--- src/rtl/sequencer_pkg.sv ---
// Shared definitions for the microprogram sequencer: default address width
// and the 4-bit sequencer instruction encoding.
package sequencer_pkg;

    localparam int ADDR_W_DEF = 8;

    typedef enum logic [3:0] {
        I_JZ   = 4'd0,
        I_CJS  = 4'd1,
        I_JMAP = 4'd2,
        I_CJP  = 4'd3,
        I_PUSH = 4'd4,
        I_JSRP = 4'd5,
        I_CJV  = 4'd6,
        I_JRP  = 4'd7,
        I_RFCT = 4'd8,
        I_RPCT = 4'd9,
        I_CRTN = 4'd10,
        I_CJPP = 4'd11,
        I_LDCT = 4'd12,
        I_LOOP = 4'd13,
        I_CONT = 4'd14,
        I_TWB  = 4'd15
    } instr_e;

endpackage

--- src/rtl/mps_stack.sv ---
// Subroutine/loop LIFO: a push when full overwrites the top entry, a pop when
// empty is ignored, and clear empties the stack without touching storage.
module mps_stack #(
    parameter int ADDR_W      = 8,
    parameter int STACK_DEPTH = 5
) (
    input  logic              clk_i,
    input  logic              rst_i,
    input  logic              clr_i,
    input  logic              push_i,
    input  logic              pop_i,
    input  logic [ADDR_W-1:0] data_i,
    output logic [ADDR_W-1:0] tos_o,
    output logic              full_n_o
);

    localparam int SP_W  = $clog2(STACK_DEPTH + 1);
    localparam int IDX_W = (STACK_DEPTH > 1) ? $clog2(STACK_DEPTH) : 1;
    localparam logic [SP_W-1:0] SP_MAX = SP_W'(STACK_DEPTH);

    logic [ADDR_W-1:0] mem_q [STACK_DEPTH];
    logic [SP_W-1:0]   sp_q, sp_d;
    logic              full, empty;
    logic [IDX_W-1:0]  wr_idx, top_idx;

    assign full     = (sp_q == SP_MAX);
    assign empty    = (sp_q == '0);
    assign full_n_o = ~full;
    assign top_idx  = IDX_W'(sp_q - SP_W'(1));
    // When full, the write lands on the current top instead of past the end.
    assign wr_idx   = full ? IDX_W'(STACK_DEPTH - 1) : IDX_W'(sp_q);
    assign tos_o    = empty ? '0 : mem_q[top_idx];

    always_comb begin
        sp_d = sp_q;
        if (clr_i)
            sp_d = '0;
        else if (push_i && !full)
            sp_d = sp_q + SP_W'(1);
        else if (pop_i && !empty)
            sp_d = sp_q - SP_W'(1);
    end

    always_ff @(posedge clk_i or posedge rst_i) begin
        if (rst_i) begin
            sp_q <= '0;
            for (int k = 0; k < STACK_DEPTH; k++)
                mem_q[k] <= '0;
        end else begin
            sp_q <= sp_d;
            if (push_i && !clr_i)
                mem_q[wr_idx] <= data_i;
        end
    end

endmodule

--- src/rtl/microprogram_sequencer.sv ---
// 2910-style microprogram sequencer: selects the next microaddress Y from
// uPC, D, the loop counter R or the stack top, per the 16 instructions.
module microprogram_sequencer
    import sequencer_pkg::*;
#(
    parameter int ADDR_W      = ADDR_W_DEF,
    parameter int STACK_DEPTH = 5
) (
    input  logic              CLK,
    input  logic              RST,
    input  logic [3:0]        I,
    input  logic              CC_N,
    input  logic              CCEN_N,
    input  logic              CI,
    input  logic              RLD_N,
    input  logic [ADDR_W-1:0] D,
    output logic [ADDR_W-1:0] Y,
    output logic              FULL_N,
    output logic              PL_N,
    output logic              MAP_N,
    output logic              VECT_N
);

    instr_e            instr;
    logic              pass, r_zero;
    logic [ADDR_W-1:0] upc_q, upc_d;
    logic [ADDR_W-1:0] r_q, r_d;
    logic [ADDR_W-1:0] tos;
    logic              stk_push, stk_pop, stk_clr;
    logic              r_load, r_dec;

    assign instr  = instr_e'(I);
    assign pass   = CCEN_N | ~CC_N;
    assign r_zero = (r_q == '0);

    assign MAP_N  = (instr != I_JMAP);
    assign VECT_N = (instr != I_CJV);
    assign PL_N   = (instr == I_JMAP) || (instr == I_CJV);

    always_comb begin
        Y        = upc_q;
        stk_push = 1'b0;
        stk_pop  = 1'b0;
        stk_clr  = 1'b0;
        r_load   = 1'b0;
        r_dec    = 1'b0;
        unique case (instr)
            I_JZ:   begin Y = '0; stk_clr = 1'b1; end
            I_CJS:  if (pass) begin Y = D; stk_push = 1'b1; end
            I_JMAP: Y = D;
            I_CJP:  if (pass) Y = D;
            I_PUSH: begin stk_push = 1'b1; r_load = pass; end
            I_JSRP: begin Y = pass ? D : r_q; stk_push = 1'b1; end
            I_CJV:  if (pass) Y = D;
            I_JRP:  Y = pass ? D : r_q;
            I_RFCT: if (!r_zero) begin Y = tos; r_dec = 1'b1; end
                    else stk_pop = 1'b1;
            I_RPCT: if (!r_zero) begin Y = D; r_dec = 1'b1; end
            I_CRTN: if (pass) begin Y = tos; stk_pop = 1'b1; end
            I_CJPP: if (pass) begin Y = D; stk_pop = 1'b1; end
            I_LDCT: r_load = 1'b1;
            I_LOOP: if (pass) stk_pop = 1'b1;
                    else Y = tos;
            I_CONT: Y = upc_q;
            // Two-way branch: pass exits the loop, fail either iterates or leaves via D.
            I_TWB:  if (pass) stk_pop = 1'b1;
                    else if (!r_zero) begin Y = tos; r_dec = 1'b1; end
                    else begin Y = D; stk_pop = 1'b1; end
        endcase
    end

    // An external RLD_N load wins over both instruction loads and decrements.
    always_comb begin
        r_d = r_q;
        if (!RLD_N || r_load)
            r_d = D;
        else if (r_dec && !r_zero)
            r_d = r_q - ADDR_W'(1);
    end

    assign upc_d = Y + ADDR_W'(CI);

    always_ff @(posedge CLK or posedge RST) begin
        if (RST) begin
            upc_q <= '0;
            r_q   <= '0;
        end else begin
            upc_q <= upc_d;
            r_q   <= r_d;
        end
    end

    mps_stack #(
        .ADDR_W      (ADDR_W),
        .STACK_DEPTH (STACK_DEPTH)
    ) u_stack (
        .clk_i    (CLK),
        .rst_i    (RST),
        .clr_i    (stk_clr),
        .push_i   (stk_push),
        .pop_i    (stk_pop),
        .data_i   (upc_q),
        .tos_o    (tos),
        .full_n_o (FULL_N)
    );

endmodule
--- config.mk ---
export PLATFORM = sky130hd
export DESIGN_NAME = microprogram_sequencer
export DESIGN_NICKNAME = d
export VERILOG_FILES = /design/src/rtl/sequencer_pkg.sv /design/src/rtl/mps_stack.sv /design/src/rtl/microprogram_sequencer.sv
export SDC_FILE = /design/constraint.sdc
export NUM_CORES = 1
export LEC_CHECK = 0
export CAP_MARGIN = 30
export CORE_AREA = 2 2 91 93
export DETAILED_ROUTE_END_ITERATION = 10
export DIE_AREA = 0 0 93 95
export PLACE_DENSITY = 0.75
export REMOVE_ABC_BUFFERS = 1
export SLEW_MARGIN = 20
export SYNTH_ARGS = -nofsm -noshare
export SYNTH_HDL_FRONTEND = slang
export SYNTH_SLANG_ARGS = --single-unit
--- constraint.sdc ---
create_clock -name CLK -period 4 [get_ports CLK]
set_input_delay 1.2 -clock CLK [delete_from_list [all_inputs] [get_ports CLK]]
set_output_delay 1.2 -clock CLK [all_outputs]
set_load 0.05 [all_outputs]
==> flow_summary.yaml, run 1 <==
floorplan:
  fp.dieW_um: 93
  ioPinCount: 30
  initial_core_util_pct: 51.7
  die_y_um: 95
  fp-row-count: 33
  core_area_um2: 7930
  die_area_um2: 8840
routing:
  drc: 0
  totalWireLength_um: 14000
  vias: 3953
  drtPass1Iterations: 5
  drtIter0Drc: 358
  viasPerCell: 6.25
  ant_nets: 0
  wire_per_inst_um: 22.1
power:
  powerDensity_nw_per_um2: 536
  total_power_mw: 3.25
  max-vdd-ir-drop_mv: 0.443
  p_leak_nw: 2.69
yosys:
  synth_area_um2: 4100
  async_flop_share_pct: 100
  synth_seq_cells: 59
  synth_edf_count: 0
  synth_cell_types: 80
  synth_flop_cell: "dfrtp_1"
  synth_warnings: 0
  yosysSeqAreaShare_pct: 36.0
  syn_inst: 387
  synth.avg_cell_area_um2: 10.6
critical_path:
  path_cells: "buf_8 > and4bb_2 > a221oi_4 > nor2_2 > a21o_1 > nand2_1 > nand3_2 > o31a_2 > o32a_4 > buf_8"
  worst_setup_path_start_kind: "primary input"
  crit_top_cell: "buf_8"
  cp.arrival_ns: 3.03
  endpoint_kind: "primary output"
  cp-startpoint: "I[1]"
  critPathMaxFanout: 4
  rrSetupSlack_ns: 0.71
  reg2regPathDepth: 16
  crit_type: "in2out"
  max_stage_delay_ns: 0.31
  worstReg2RegStart: "u_stack.sp_q[1]"
  crit_path_top_delay_cell: "o31a_2"
  crit_required_ns: 2.80
  reg2reg_to: "upc_q[6]"
finish:
  fin_util_pct: 76.6
  n_antenna_cell: 0
  final_area_um2: 6070
  stdcell_count: 632
  drive_gt1_share_pct: 54.6
  layout_commonest_cell: "buf_4"
  nFillCells: 492
  synthToLayoutAreaGrowth_pct: 48.2
  most-common-layout-cells: "buf_4 (97), dfrtp_1 (59), mux2_2 (37)"
  fin_nets: 547
place:
  globalplace.congestion: 1.03
  port-buffer-count: 29
  placedCellCount: 593
  dpl_cell_area_um2: 5100
  dpl.hpwl_um: 9300
  place_ws_ns: -0.872
global_routing:
  grt_pass1_vias: 4007
  grt_overflow: 0
  gr-max-usage-layer: "met2"
  met2_usage_pct: 51.4
  grt_use_total_pct: 31.9
  grt_pass1_wl_um: 21300
  grt_max_degree: 36
  met3_usage_pct: 7.18
  use_met1_pct: 41.7
  antenna_found_initial: 0
clock_tree:
  clockRootBuffer: "clkbuf_8"
  cts_num_sinks: 59
  clock_latency_ns: 0.36
  cts_tree: "done"
  cts_hold_buffers: 0
  cts_buffers: 9
  htreeDepth: 3
  cts.path.max_buffers: 2
  clk_pin_slew_worst_paths_ns: 0.07
timing:
  finalSetupViolCount: 8
  setup_tns_ns: -1.44
  rsz0062_at_grt: "yes"
  slew_viol_final: 0
  hold_viol_final: 0
  max_freq_mhz: 237
  period_share_pct: 106
  tightest_slew_ns: 0.767
  setup_ws_ns: -0.225
  fin_hold_ws_ns: 0.505
  fin_skew_ns: 0.0118
  slew_headroom_pct: 48.8
  finalCriticalPeriod_ns: 4.23
status:
  violations: "negative setup slack"
  status: "finished with violations"
hold_path:
  hp-class: "reg2reg"
  min_path_cells: 1
  min_from: "u_stack.mem_q[28]"
  hold_path_end: "u_stack.mem_q[28]"
job:
  cap_violations: 0
==> report_power, final <==
part / internal (mW) / switching, mW
clock: 0.355 / 0.270
combinational: 0.824 / 0.789
sequential: 0.816 / 0.198
==> logic make-up (layout without fill, tap and decap cells) <==
| family | count (synthesis) | after routing | synth area share (%) |
|---|---|---|---|
| mux | 48 | 48 | 15.1 |
| buf+inv | 32 | 172 | 5.41 |
| fa+ha+maj | 7 | 7 | 2.14 |
| compound gates | 101 | 101 | 19.6 |
| flops | 59 | 59 | 36.0 |
| simple gates | 124 | 124 | 18.3 |
| xor+xnor | 16 | 16 | 3.42 |
==> per-layer routing <==
layer	vias up	share of wire [%]
met3	57	8.0
met1	1934	40
met5	-	0
met2	224	48
met4	0	4.1
li1	1738	-
==> state kept, by name, summed over array words and instances, names as in the netlist <==
signal,cells
u_stack.mem_q,40
u_stack.sp_q,3
r_q,8
upc_q,8
==> how the worst max path moves through the flow <==
stage | endpoint | slack, ns | depth (start not counted)
2_1_floorplan | Y[1] | -0.61 | 8
3_3_place_gp | Y[0] | -0.82 | 12
3_5_place_dp | Y[0] | -0.87 | 12
4_1_cts | Y[7] | -0.16 | 10
5_1_grt | Y[7] | -0.26 | 10
6_report | Y[7] | -0.23 | 10
==> timing repair <==
item / in CTS / in global routing
setup endpoints to repair: 12 / 8
resized for setup: 120 / 34
setup buffers: 18 / 6
cloned: 0 / 0
pin swaps: 32 / 25
==> critical path, delay by kind of cell <==
| kind | cells | cell delay (ns) |
|---|---|---|
| compound gates | 4 | 1.01 |
| simple gates | 4 | 0.55 |
| buf+inv | 2 | 0.27 |
==> Yosys cell counts, types with 5 or more instances <==
cell type  count  area share (%)
nand3_1       14             1.7
or3_1          5            0.76
o21ai_0       16             2.0
buf_2          7            0.86
nand2_1       31             2.8
ha_1           7             2.1
buf_6          7             1.9
o21ai_1        6            0.73
dfrtp_1       59              36
inv_1          8            0.73
a21oi_1       15             1.8
nor2b_1        5            0.76
xnor2_1        7             1.5
nand4_1        7             1.1
mux2_2        37              10
nor2_1        19             1.7
xor2_1         9             1.9
mux4_2         6             3.3
a22o_1         6             1.3
==> cell type report <==
type	count	area, um2	area share, %
repair buffers	146	1360	22.4
clock buffers	9	124	2.04
well taps	105	131	2.16
flip-flops and latches	59	1480	24.3
multi-input cells	296	2840	46.8
clock inverters	7	98.8	1.63
inverters	10	41.3	0.680
Note: power is estimated with default switching activity, not from simulation.
==> inputs of run 2 (changes only) <==
--- a/config.mk
+++ b/config.mk
@@ -7,11 +7,11 @@
 export LEC_CHECK = 0
 export CAP_MARGIN = 30
 export CORE_AREA = 2 2 91 93
+export CTS_CLUSTER_SIZE = 25
 export DETAILED_ROUTE_END_ITERATION = 10
 export DIE_AREA = 0 0 93 95
 export PLACE_DENSITY = 0.75
 export REMOVE_ABC_BUFFERS = 1
-export SLEW_MARGIN = 20
 export SYNTH_ARGS = -nofsm -noshare
 export SYNTH_HDL_FRONTEND = slang
 export SYNTH_SLANG_ARGS = --single-unit
==> results of run 2 <==
The final DEF is identical to that of run 1; final timing and power are the same.
